`config.mk`:
```
export PLATFORM = sky130hd
export DESIGN_NAME = countdown_core
export DESIGN_NICKNAME = d
export VERILOG_FILES = /design/src/rtl/countdown_pkg.sv /design/src/rtl/countdown_bcd_digit.sv /design/src/rtl/countdown_core.sv
export SDC_FILE = /design/constraint.sdc
export NUM_CORES = 1
export LEC_CHECK = 0
export CELL_PAD_IN_SITES_DETAIL_PLACEMENT = 1
export CELL_PAD_IN_SITES_GLOBAL_PLACEMENT = 2
export CORE_MARGIN = 10
export CORE_UTILIZATION = 35
export DETAILED_ROUTE_END_ITERATION = 16
export PLACE_DENSITY = 0.77
export SYNTH_ARGS = -nofsm -noshare
export SYNTH_HDL_FRONTEND = slang
export SYNTH_SLANG_ARGS = --single-unit
```
`constraint.sdc`:
```
create_clock -name clk -period 2.8 [get_ports clk]
set_input_delay 0.56 -clock clk [delete_from_list [all_inputs] [get_ports clk]]
set_output_delay 0.56 -clock clk [all_outputs]
set_load 0.02 [all_outputs]
```
`src/rtl/countdown_pkg.sv`:
```
`default_nettype none
// +----------------------------------------------------------------------+
// | countdown_pkg : shared types and constants for the countdown core    |
// | Revision      : 1.0                                                  |
// +----------------------------------------------------------------------+
package countdown_pkg;

    localparam int         NUM_DIGITS = 4;
    localparam logic [3:0] BCD_MAX    = 4'd9;

    typedef enum logic [1:0] {
        ST_IDLE   = 2'd0,
        ST_RUN    = 2'd1,
        ST_PAUSED = 2'd2,
        ST_DONE   = 2'd3
    } state_t;

    typedef logic [NUM_DIGITS-1:0][3:0] digits_t;

    function automatic logic [3:0] bcd_clamp(input logic [3:0] d);
        return (d > BCD_MAX) ? BCD_MAX : d;
    endfunction

endpackage
`default_nettype wire

```
`src/rtl/countdown_bcd_digit.sv`:
```
`default_nettype none
// +----------------------------------------------------------------------+
// | bcd_digit : one BCD down-counting digit with load and borrow chain   |
// | Revision  : 1.0                                                      |
// +----------------------------------------------------------------------+
module bcd_digit
    import countdown_pkg::*;
(
    input  logic       clk,
    input  logic       rst,
    input  logic       load_i,
    input  logic [3:0] load_val_i,
    input  logic       dec_i,
    input  logic       borrow_i,
    output logic [3:0] digit_o,
    output logic       borrow_o
);

    logic [3:0] digit_q;
    logic [3:0] digit_d;

    always_comb begin
        digit_d = digit_q;
        if (load_i) begin
            digit_d = bcd_clamp(load_val_i);
        end else if (dec_i && borrow_i) begin
            digit_d = (digit_q == 4'd0) ? BCD_MAX : (digit_q - 4'd1);
        end
    end

    always_ff @(posedge clk) begin
        if (rst) begin
            digit_q <= 4'd0;
        end else begin
            digit_q <= digit_d;
        end
    end

    assign digit_o  = digit_q;
    // Borrow ripples through every zero digit; out of the top digit it means count==0.
    assign borrow_o = borrow_i && (digit_q == 4'd0);

endmodule
`default_nettype wire

```
`src/rtl/countdown_core.sv`:
```
`default_nettype none
// +----------------------------------------------------------------------+
// | countdown_core : 4-digit BCD countdown timer with multiplexed display |
// | Option         : LEADING_ZERO_BLANK_EN blanks leading zero digits     |
// | Revision       : 1.0                                                  |
// +----------------------------------------------------------------------+
module countdown_core
    import countdown_pkg::*;
#(
    parameter int TICK_DIV = 50000000,
    parameter int SCAN_DIV = 50000
) (
    input  logic        clk,
    input  logic        rst,
    input  logic        load,
    input  logic [15:0] load_val,
    input  logic        start,
    input  logic        pause,
    output logic        running,
    output logic        done,
    output logic [3:0]  digit_sel,
    output logic [3:0]  seg_num,
    output logic        seg_en
);

    localparam int TW = $clog2(TICK_DIV);
    localparam int SW = $clog2(SCAN_DIV);
    localparam logic [TW-1:0] c_TICK_LAST = TW'(TICK_DIV - 1);
    localparam logic [SW-1:0] c_SCAN_LAST = SW'(SCAN_DIV - 1);

    state_t          state_q;
    state_t          state_d;
    logic [TW-1:0]   presc_q;
    logic [TW-1:0]   presc_d;
    logic [SW-1:0]   scan_q;
    logic [1:0]      idx_q;

    digits_t         w_count;
    logic [15:0]     w_count_flat;
    logic [NUM_DIGITS:0] w_borrow;
    logic            w_count_zero;
    logic            w_count_one;
    logic            w_tick;
    logic            w_dec;
    logic [NUM_DIGITS-1:0] w_en;

    assign w_borrow[0]  = 1'b1;
    assign w_count_flat = w_count;
    assign w_count_zero = w_borrow[NUM_DIGITS];
    assign w_count_one  = (w_count_flat == 16'h0001);
    assign w_dec        = w_tick && !w_count_zero;

    generate
        for (genvar g = 0; g < NUM_DIGITS; g++) begin : g_digit
            bcd_digit u_digit (
                .clk        (clk),
                .rst        (rst),
                .load_i     (load),
                .load_val_i (load_val[4*g +: 4]),
                .dec_i      (w_dec),
                .borrow_i   (w_borrow[g]),
                .digit_o    (w_count[g]),
                .borrow_o   (w_borrow[g+1])
            );
        end
    endgenerate

`ifdef LEADING_ZERO_BLANK_EN
    generate
        for (genvar g = 0; g < NUM_DIGITS; g++) begin : g_blank
            if (g == 0) begin : g_lsd
                assign w_en[g] = 1'b1;
            end else begin : g_upper
                assign w_en[g] = |w_count_flat[4*NUM_DIGITS-1:4*g];
            end
        end
    endgenerate
`else
    assign w_en = '1;
`endif

    always_comb begin
        state_d = state_q;
        presc_d = presc_q;
        w_tick  = 1'b0;
        if (load) begin
            state_d = ST_IDLE;
            presc_d = '0;
        end else begin
            case (state_q)
                ST_IDLE: begin
                    if (!pause && start && !w_count_zero) begin
                        state_d = ST_RUN;
                    end
                end
                ST_RUN: begin
                    // The prescaler still advances on the pause edge so a coinciding wrap is not lost.
                    if (presc_q == c_TICK_LAST) begin
                        presc_d = '0;
                        w_tick  = 1'b1;
                    end else begin
                        presc_d = presc_q + TW'(1);
                    end
                    if (w_tick && w_count_one) begin
                        state_d = ST_DONE;
                    end else if (pause) begin
                        state_d = ST_PAUSED;
                    end
                end
                ST_PAUSED: begin
                    if (!pause && start && !w_count_zero) begin
                        state_d = ST_RUN;
                    end
                end
                ST_DONE: begin
                    state_d = ST_DONE;
                end
                default: begin
                    state_d = ST_IDLE;
                end
            endcase
        end
    end

    always_ff @(posedge clk) begin
        if (rst) begin
            state_q   <= ST_IDLE;
            presc_q   <= '0;
            scan_q    <= '0;
            idx_q     <= 2'd0;
            running   <= 1'b0;
            done      <= 1'b0;
            digit_sel <= 4'b1110;
            seg_num   <= 4'd0;
            seg_en    <= 1'b1;
        end else begin
            state_q <= state_d;
            presc_q <= presc_d;
            if (scan_q == c_SCAN_LAST) begin
                scan_q <= '0;
                idx_q  <= idx_q + 2'd1;
            end else begin
                scan_q <= scan_q + SW'(1);
            end
            running   <= (state_q == ST_RUN);
            done      <= (state_q == ST_DONE);
            digit_sel <= ~(4'b0001 << idx_q);
            seg_num   <= w_count[idx_q];
            seg_en    <= w_en[idx_q];
        end
    end

endmodule
`default_nettype wire

```
==> impl_metrics.tcl, run 1 <==
set metrics [dict create \
    seq_area_frac_synth_pct 41.0 \
    area_growth_syn_to_layout_pct 17.9 \
    io_buffers 30 \
    worstHoldPathCells 1 \
    globalRouteOverflowTotal 0 \
    yosys.area.top_type "dfxtp_1" \
    netlist_instances 401 \
    synth_cell_types 56 \
    synth_top_family_by_area "simple AND/OR/NAND/NOR gates" \
    slew_headroom_pct 58.4 \
    period_minus_slack_ps 2430 \
    yosys_warnings 0 \
    hold_viol_final 0 \
    cell_internal_pwr_mw 1.48 \
    p_seq_share_pct 53.3 \
    crit_arrival_ps 2670 \
    status "complete, no violations" \
    die_w_um 120 \
    synth_xor_area_share_pct 11.0 \
    rsz0062_at_grt "false" \
    cts_hold_buffers 0 \
    power_frac_comb_pct 8.7 \
    antenna_found_initial 0 \
    post-dp-hpwl_um 6830 \
    fin_tns_setup_ps 0 \
    antennaDiodeCount 0 \
    yosys.cell_count.top_type "dfxtp_1" \
    dr.pass1.iters 4 \
    htreeDepth 3 \
    grt_pass1_vias 3073 \
    synth_adder_area_share_pct 2.14 \
    tightest_slew_ps 618 \
    postRouteAntennaNets 0 \
    critPathMaxStageDelay_ps 500 \
    r2r-end "g_digit[3].u_digit.digit_o[3]" \
    synth_seq_cells 72 \
    synth_mux_area_share_pct 3.81 \
    vias 3001 \
    r2r_slack_ps 370 \
    clockPowerShare_pct 38.0 \
    critPathTopFamily "simple AND/OR/NAND/NOR gates" \
    drt_iter0_markers 83 \
    grt_pass1_wl_um 15500 \
    hold_ws_ps 475 \
    post_cts_buffers 0 \
    powerDensity_nw_per_um2 484 \
    yosys.area_share.simple_pct 29.5 \
    r2r-start "presc_q[0]" \
    cp.required_ps 3040 \
    synth_commonest_cells "dfxtp_1, nor2_1, xnor2_1" \
    cts_tree "built" \
    dieHeight_um 120 \
    min_to "scan_q[0]" \
    insertion_delay_ps 350 \
    postCtsResizedCells 0 \
    cp_max_fo 9 \
    clkTransAtPathRegs_ps 90 \
    synth_compound_area_share_pct 8.58 \
    remaining_drc_errors 0 \
    drv_cap 0 \
    core_area_um2 9770 \
    switching_share_pct 26.4 \
    grt_max_degree 27 \
    critPathLaunchType "register" \
    dominantRegCellSynth "dfxtp_1" \
    hp-class "reg2reg" \
    viasPerCell 5.25 \
    cts.path.max_buffers 2 \
    worst_clock_skew_ps 12.2 \
    post_drt_wl_per_cell_um 16.2 \
    slowest_stage "or3_1" \
    rows 36 \
    r2r_cells 6 \
    num_io_pins 32 \
    switchingPower_mw 0.529 \
    grt.total_usage_pct 13.0 \
    worstPathCellList "ha_1, nor4bb_1, nand4b_1, or3_1, o311ai_1, a21oi_1" \
    holdCritStartpoint "scan_q[0]" \
    yosys-top-cells-area "dfxtp_1, xnor2_1, nor2_1" \
    synth_edf_count 0 \
    dieArea_um2 14400 \
    place_congestion 0.800 \
    layout-drive-gt1-share_pct 8.20 \
    cts_root_buf "clkbuf_8" \
    cts_sinks 72 \
    fin_crit_sh_pct 86.8 \
    p_leak_nw 1.40 \
    syn_avg_cell_area_um2 8.76 \
    crit_path_end_kind "register" \
    final_max_slew_viol_count 0 \
    timing.fmax_mhz 412 \
    async_reset_ff_share_pct 0 \
    numCtsBuffers 9 \
    irDropWorstVdd_uv 243 \
    worstSetupPathType "reg2reg" \
    synth_fp_nets 428 \
    routed_wl_um 9290 \
    yosysTopAreaCellShare_pct 41.0 \
    cp_num_buf_inv 0 \
    nets 461 \
    start_util_pct 35.9 \
    syn_area_um2 3510 \
    setup_viol 0 \
]
[area by class of cell]
type | count | area, um2
multi-input combinational | 299 | 1940
inverter | 13 | 48.8
clock buffer | 10 | 138
tap | 133 | 166
clock inverter | 6 | 42.5
sequential | 72 | 1440
fill | 1189 | 5630
timing repair buffer | 39 | 368
[stage by stage]
step / util [%] / worst slack, ps / cell area [um2] / power, mW / cells
detailed placement: 40.5 / 393 / 3960 / 1.27 / 556
global placement: 40.5 / 536 / 3960 / 1.26 / 556
floorplan: - / 526 / 3510 / 1.19 / 401
global route: 42.4 / 198 / 4140 / 2.11 / 572
finish: 42.4 / 371 / 4140 / 2.00 / 572
CTS: 42.4 / 406 / 4140 / 2.04 / 572
[cell usage in the layout (no fill, tap or decap), types with 2 or more instances in the layout]
cell type	n
dfxtp_1	72
nor2_1	62
clkdlybuf4s50_1	30
xnor2_1	29
nand2_1	28
nor3_1	18
nor4_1	15
xor2_1	15
nand3_1	14
inv_1	13
nand4_1	12
o21ai_0	11
and3_1	10
clkbuf_8	10
buf_4	9
a21oi_1	7
ha_1	6
and4_1	5
mux2i_1	4
and2_1	4
nand3b_1	3
nor4b_1	3
nor2b_1	3
o31a_1	3
mux4_2	3
or4_4	3
or3_1	3
nand4b_1	2
nand2b_1	2
nor4bb_1	2
or2_2	2
a31oi_1	2
o211ai_1	2
a311oi_1	2
a221oi_1	2
a211o_1	2
clkinv_2	2
clkinvlp_4	2
[logic make-up after synthesis]
family / Yosys count
AO/OA/AOI/OAI: 43
buffers and inverters: 30
adder cells (fa/ha/maj): 6
XOR/XNOR: 44
multiplexers: 8
AND/OR/NAND/NOR: 197
flip-flops: 72
other: 1
[sequential cells by signal, indices dropped and copies added, names as in the netlist, 2 cells and up]
name	flops
idx_q	2
presc_q	26
seg_num	4
digit_sel	4
state_q	2
scan_q	16
g_digit.u_digit.digit_o	16
[worst max path at each step]
stage	from	to	slack, ps	depth (start not counted)
3_5_place_dp	presc_q[0]	g_digit[1].u_digit.digit_o[3]	390	6
5_1_grt	presc_q[0]	g_digit[3].u_digit.digit_o[3]	200	6
3_3_place_gp	g_digit[0].u_digit.digit_o[0]	g_digit[1].u_digit.digit_o[3]	540	5
6_report	presc_q[0]	g_digit[3].u_digit.digit_o[3]	370	6
4_1_cts	presc_q[0]	g_digit[3].u_digit.digit_o[3]	410	6
2_1_floorplan	g_digit[0].u_digit.digit_o[0]	g_digit[1].u_digit.digit_o[3]	530	7
[power groups by stage]
stage | Combinational (mW) | Clock [mW] | Sequential, mW
finish | 0.174 | 0.761 | 1.07
global route | 0.193 | 0.840 | 1.07
CTS | 0.176 | 0.796 | 1.07
detailed placement | 0.175 | 0 | 1.09
global placement | 0.173 | 0 | 1.09
floorplan | 0.106 | 0 | 1.09
[layer usage]
layer / up-vias / part of all wire (%) / GRT usage, %
li1: 1492 / - / -
met1: 1478 / 46 / 15.3
met2: 27 / 51 / 23.0
met3: 4 / 2.5 / 3.54
met4: 0 / 0.64 / 3.47
met5: - / 0 / 0
No activity file was read; power rests on OpenSTA's default activity.
==> inputs of run 2 (changes only) <==
--- a/config.mk
+++ b/config.mk
@@ -10,7 +10,8 @@
 export CORE_MARGIN = 10
 export CORE_UTILIZATION = 35
 export DETAILED_ROUTE_END_ITERATION = 16
-export PLACE_DENSITY = 0.77
+export PLACE_DENSITY_LB_ADDON = 0.1
+export SKIP_LAST_GASP = 1
 export SYNTH_ARGS = -nofsm -noshare
 export SYNTH_HDL_FRONTEND = slang
 export SYNTH_SLANG_ARGS = --single-unit
==> run 2 against run 1 <==
Final cell count shrank 0.17%. Non-clock buffer count down 1. Setup slack gained 31 ps. Clock power grew 20%. Global-route usage grew 0.19 points. Flip-flop and latch count did not move. Highest routed layer unchanged. Critical path type unchanged. Critical endpoint unchanged.
==> impl_metrics.tcl, run 2 (same netlist as run 1, synthesis figures left out) <==
set metrics [dict create \
    status "complete, no violations" \
    remaining_drc_errors 0 \
    antennaDiodeCount 0 \
    powerDensity_nw_per_um2 517 \
    cts_hold_buffers 0 \
    setup_viol 0 \
    drt_iter0_markers 89 \
    top_register "presc_q" \
    grt_pass1_vias 3014 \
    tightest_slew_ps 599 \
    p_leak_nw 1.41 \
    critPathLaunchType "register" \
    post_cts_buffers 0 \
    dr.pass1.iters 4 \
    globalRouteOverflowTotal 0 \
    fin_tns_setup_ps 0 \
    post-place-ws_ps 413 \
    die_w_um 120 \
    nets 460 \
    period_minus_slack_ps 2400 \
    viasPerCell 5.23 \
    io_buffers 30 \
    final_cell_mix "dfxtp_1, nor2_1, clkdlybuf4s50_1" \
    slowest_stage "or3_1" \
    post_drt_wl_per_cell_um 16.2 \
    cts_tree "built" \
    routed_wl_um 9270 \
    multi_input_area_um2 1940 \
    crit_path_end_kind "register" \
    stdcell_count 571 \
    switchingPower_mw 0.523 \
    htreeDepth 3 \
    numCtsBuffers 9 \
    fin_crit_sh_pct 85.7 \
    grt_max_degree 27 \
    postRouteAntennaNets 0 \
    post-dp-hpwl_um 6780 \
    area_growth_syn_to_layout_pct 18.8 \
    dieHeight_um 120 \
    cts.path.max_buffers 2 \
    layout-drive-gt1-share_pct 7.76 \
    fill_cells 1149 \
    crit_arrival_ps 2640 \
    cts_sinks 72 \
    hp-class "reg2reg" \
    worstSetupPathType "reg2reg" \
    layout_commonest_cell "dfxtp_1" \
    switching_share_pct 24.2 \
    power_frac_comb_pct 8.0 \
    regArea_um2 1440 \
    postCtsResizedCells 0 \
    place_congestion 0.783 \
    worst_slack_ps 401 \
    cp.required_ps 3040 \
    cp_max_fo 9 \
    clockPowerShare_pct 42.4 \
    clkTransAtPathRegs_ps 80 \
    critPathMaxStageDelay_ps 510 \
    hold_ws_ps 474 \
    rsz0062_at_grt "false" \
    grt_pass1_wl_um 15700 \
    core_area_um2 9770 \
    rows 36 \
    num_io_pins 32 \
    worst_clock_skew_ps 11.3 \
    vias 2986 \
    final_max_slew_viol_count 0 \
    slew_headroom_pct 59.8 \
    start_util_pct 35.9 \
    antenna_found_initial 0 \
    dieArea_um2 14400 \
    irDropWorstVdd_uv 282 \
    largest_register_ffs 26 \
    grt.total_usage_pct 13.2 \
    cts_root_buf "clkbuf_8" \
    drv_cap 0 \
    dpl.cell_count 555 \
    insertion_delay_ps 350 \
    worstPathCellList "ha_1, nor4bb_1, nand4b_1, or3_1, o311ai_1, a21oi_1" \
    p_seq_share_pct 49.6 \
    hold_viol_final 0 \
    cell_internal_pwr_mw 1.63 \
    timing.fmax_mhz 417 \
]
-- run 2: layer usage --
metal | track usage (%) | share of wire, % | vias up
met4 | 3.85 | 1.2 | 0
met3 | 3.49 | 3.3 | 14
met5 | 0 | 0 | -
met1 | 16.5 | 49 | 1438
li1 | - | - | 1491
met2 | 22.0 | 47 | 43
-- run 2: worst paths after layout --
check,cells past startpoint,end,slack (ps),start
setup reg to reg,6,g_digit[3].u_digit.digit_o[3],400,presc_q[0]
setup / recovery,6,g_digit[3].u_digit.digit_o[3],400,presc_q[0]
hold / removal,1,scan_q[0],470,scan_q[0]
hold reg to reg,1,scan_q[0],470,scan_q[0]
-- run 2: power by group through the flow --
stage	Clock, mW	Sequential [mW]	Combinational, mW
2_1_floorplan	0	1.09	0.106
3_3_place_gp	0	1.09	0.172
3_5_place_dp	0	1.09	0.174
4_1_cts	0.956	1.07	0.175
5_1_grt	1.00	1.07	0.192
6_report	0.914	1.07	0.173
-- run 2: final cells by class --
class | instances | area share, %
timing repair buffer | 38 | 8.63
inverter | 13 | 1.17
tap | 133 | 3.99
multi-input combinational | 299 | 46.4
sequential | 72 | 34.5
clock buffer | 10 | 3.06
clock inverter | 6 | 2.22
-- run 2: metrics by stage --
step                power (mW)  cell area [um2]  utilization [%]
finish                    2.16             4170             42.7
global route              2.27             4170             42.7
CTS                       2.20             4170             42.7
detailed placement        1.27             3950             40.5
global placement          1.26             3950             40.5
floorplan                 1.19             3510                -
-- run 2: critical path, delay by kind of cell, from the launching register on --
kind	cells	cell delay, ps
adders and majority gates	1	220
AOI/OAI and AO/OA	2	400
DFF	1	360
and+or+nand+nor	3	1300
==> variant (config.mk and constraints of run 1) <==
Put one more register stage on the output `running`, with the module's reset. The value now appears one clock later. The other outputs are not delayed to match.
--- a/src/rtl/countdown_core.sv
+++ b/src/rtl/countdown_core.sv
@@ -27,6 +27,8 @@
     localparam int SW = $clog2(SCAN_DIV);
     localparam logic [TW-1:0] c_TICK_LAST = TW'(TICK_DIV - 1);
     localparam logic [SW-1:0] c_SCAN_LAST = SW'(SCAN_DIV - 1);
+
+    logic running_s0;
 
     state_t          state_q;
     state_t          state_d;
@@ -128,7 +130,7 @@
             presc_q   <= '0;
             scan_q    <= '0;
             idx_q     <= 2'd0;
-            running   <= 1'b0;
+            running_s0 <= 1'b0;
             done      <= 1'b0;
             digit_sel <= 4'b1110;
             seg_num   <= 4'd0;
@@ -142,7 +144,7 @@
             end else begin
                 scan_q <= scan_q + SW'(1);
             end
-            running   <= (state_q == ST_RUN);
+            running_s0 <= (state_q == ST_RUN);
             done      <= (state_q == ST_DONE);
             digit_sel <= ~(4'b0001 << idx_q);
             seg_num   <= w_count[idx_q];
@@ -150,6 +152,14 @@
         end
     end
 
+    always_ff @(posedge clk) begin
+        if (rst) begin
+            running <= '0;
+        end else begin
+            running <= running_s0;
+        end
+    end
+
 endmodule
 `default_nettype wire
 
Function: changed (Yosys sat finds a counterexample within 4 cycles, from zero or initial values and one cycle with rst high).
==> variant against run 1 <==
- synthesized cell count is 3.5% higher
- count of clock-buffer cells in the layout unchanged
- area after synthesis is 3.6% higher
- final cell count increased by 3.0%
- setup slack improved by 0.15 ns
- clock skew down 0.0042 ns
- total power rose by 7.0%
- sequential cell count rose by 1
- routed wire length rose by 0.94%
- combinational power is 12% higher
- final area increased by 3.2%
- critical endpoint is now g_digit[3].u_digit.digit_o[0]
==> variant: results (changes against run 1) <==
status complete, no violations (unchanged); drt initial violations 159 (was 83); Final Non-Filler Cells 589 (was 572); layout cells sized above 1 0.0971 (was 0.0820); Leak Pwr 1.49 nW (was 1.40 nW); grt met3 use 0.0301 (was 0.0354); Yosys cell types 58 (was 56); Via density 5.24 (was 5.25); hpwl dp 6820 um (was 6830 um); reg2reg start presc_q[10] (was presc_q[0]); met1 wire length 4590 um (was 4280 um); gpl congestion 0.832 (was 0.800); Final nets 475 (was 461); Layout Skew 0.00802 ns (was 0.0122 ns); Port Buf Inserts 30 (unchanged); global-route usage over all layers 0.134 (was 0.130); reg2reg path depth 5 (was 6); FF-to-FF setup slack 0.52 ns (was 0.37 ns); first-pass GRT wire length 16000 um (was 15500 um); r2r endpoint g_digit[3].u_digit.digit_o[0] (was g_digit[3].u_digit.digit_o[3]); post-synthesis mux area share 0.0340 (was 0.0381); Worst Slack Setup Final 0.517 ns (was 0.371 ns); Post-Synth Adder-Cell Area 0.0206 (was 0.0214); Tightest Pin Transition 0.567 ns (was 0.618 ns); CP max stage cell and3_1 (was or3_1); top cells by area, synth dfxtp_1 40%, nor2_1 6.7%, xor2_1 6.5% (was dfxtp_1 41%, xnor2_1 7.2%, nor2_1 6.6%); routed wl met2 4330 um (was 4710 um); largest fanout on the critical path 12 (was 9); wire length on met3 300 um (was 234 um); crit path DAT 2.54 ns (was 2.67 ns); Worst path max stage delay 0.57 ns (was 0.50 ns); peak supply drop 0.179 mV (was 0.243 mV); WL final 9380 um (was 9290 um); Cells after Synth 415 (was 401); syn nets 442 (was 428); Inst Count DP 573 (was 556); met1 usage 0.171 (was 0.153); post-synthesis compound-gate area fraction 0.0997 (was 0.0858); vias in the first global route 3155 (was 3073); area post-placement 4070 um2 (was 3960 um2)
variant: area by class of cell:
cell class	instances	area [um2]
fill	1215	5960
multi-input combinational	317	2050
sequential	73	1460
timing repair buffer	37	353
tap	136	170
clock buffer	10	138
clock inverter	6	67.6
inverter	10	37.5
variant: worst min-delay path by stage:
| stage | depth (start not counted) | start | endpoint | slack [ns] |
|---|---|---|---|---|
| 6_report | 1 | running_s0 | running | 0.46 |
| 5_1_grt | 1 | running_s0 | running | 0.48 |
| 4_1_cts | 1 | running_s0 | running | 0.46 |
| 3_5_place_dp | 1 | running_s0 | running | 0.44 |
| 3_3_place_gp | 1 | running_s0 | running | 0.43 |
| 2_1_floorplan | 1 | running_s0 | running | 0.41 |
variant: power breakdown:
part	leakage, nW	internal [mW]	switching [mW]	total [mW]
clock network	0.0985	0.437	0.427	0.863
registers	0.592	1.06	0.0281	1.09
logic	0.801	0.0886	0.106	0.195
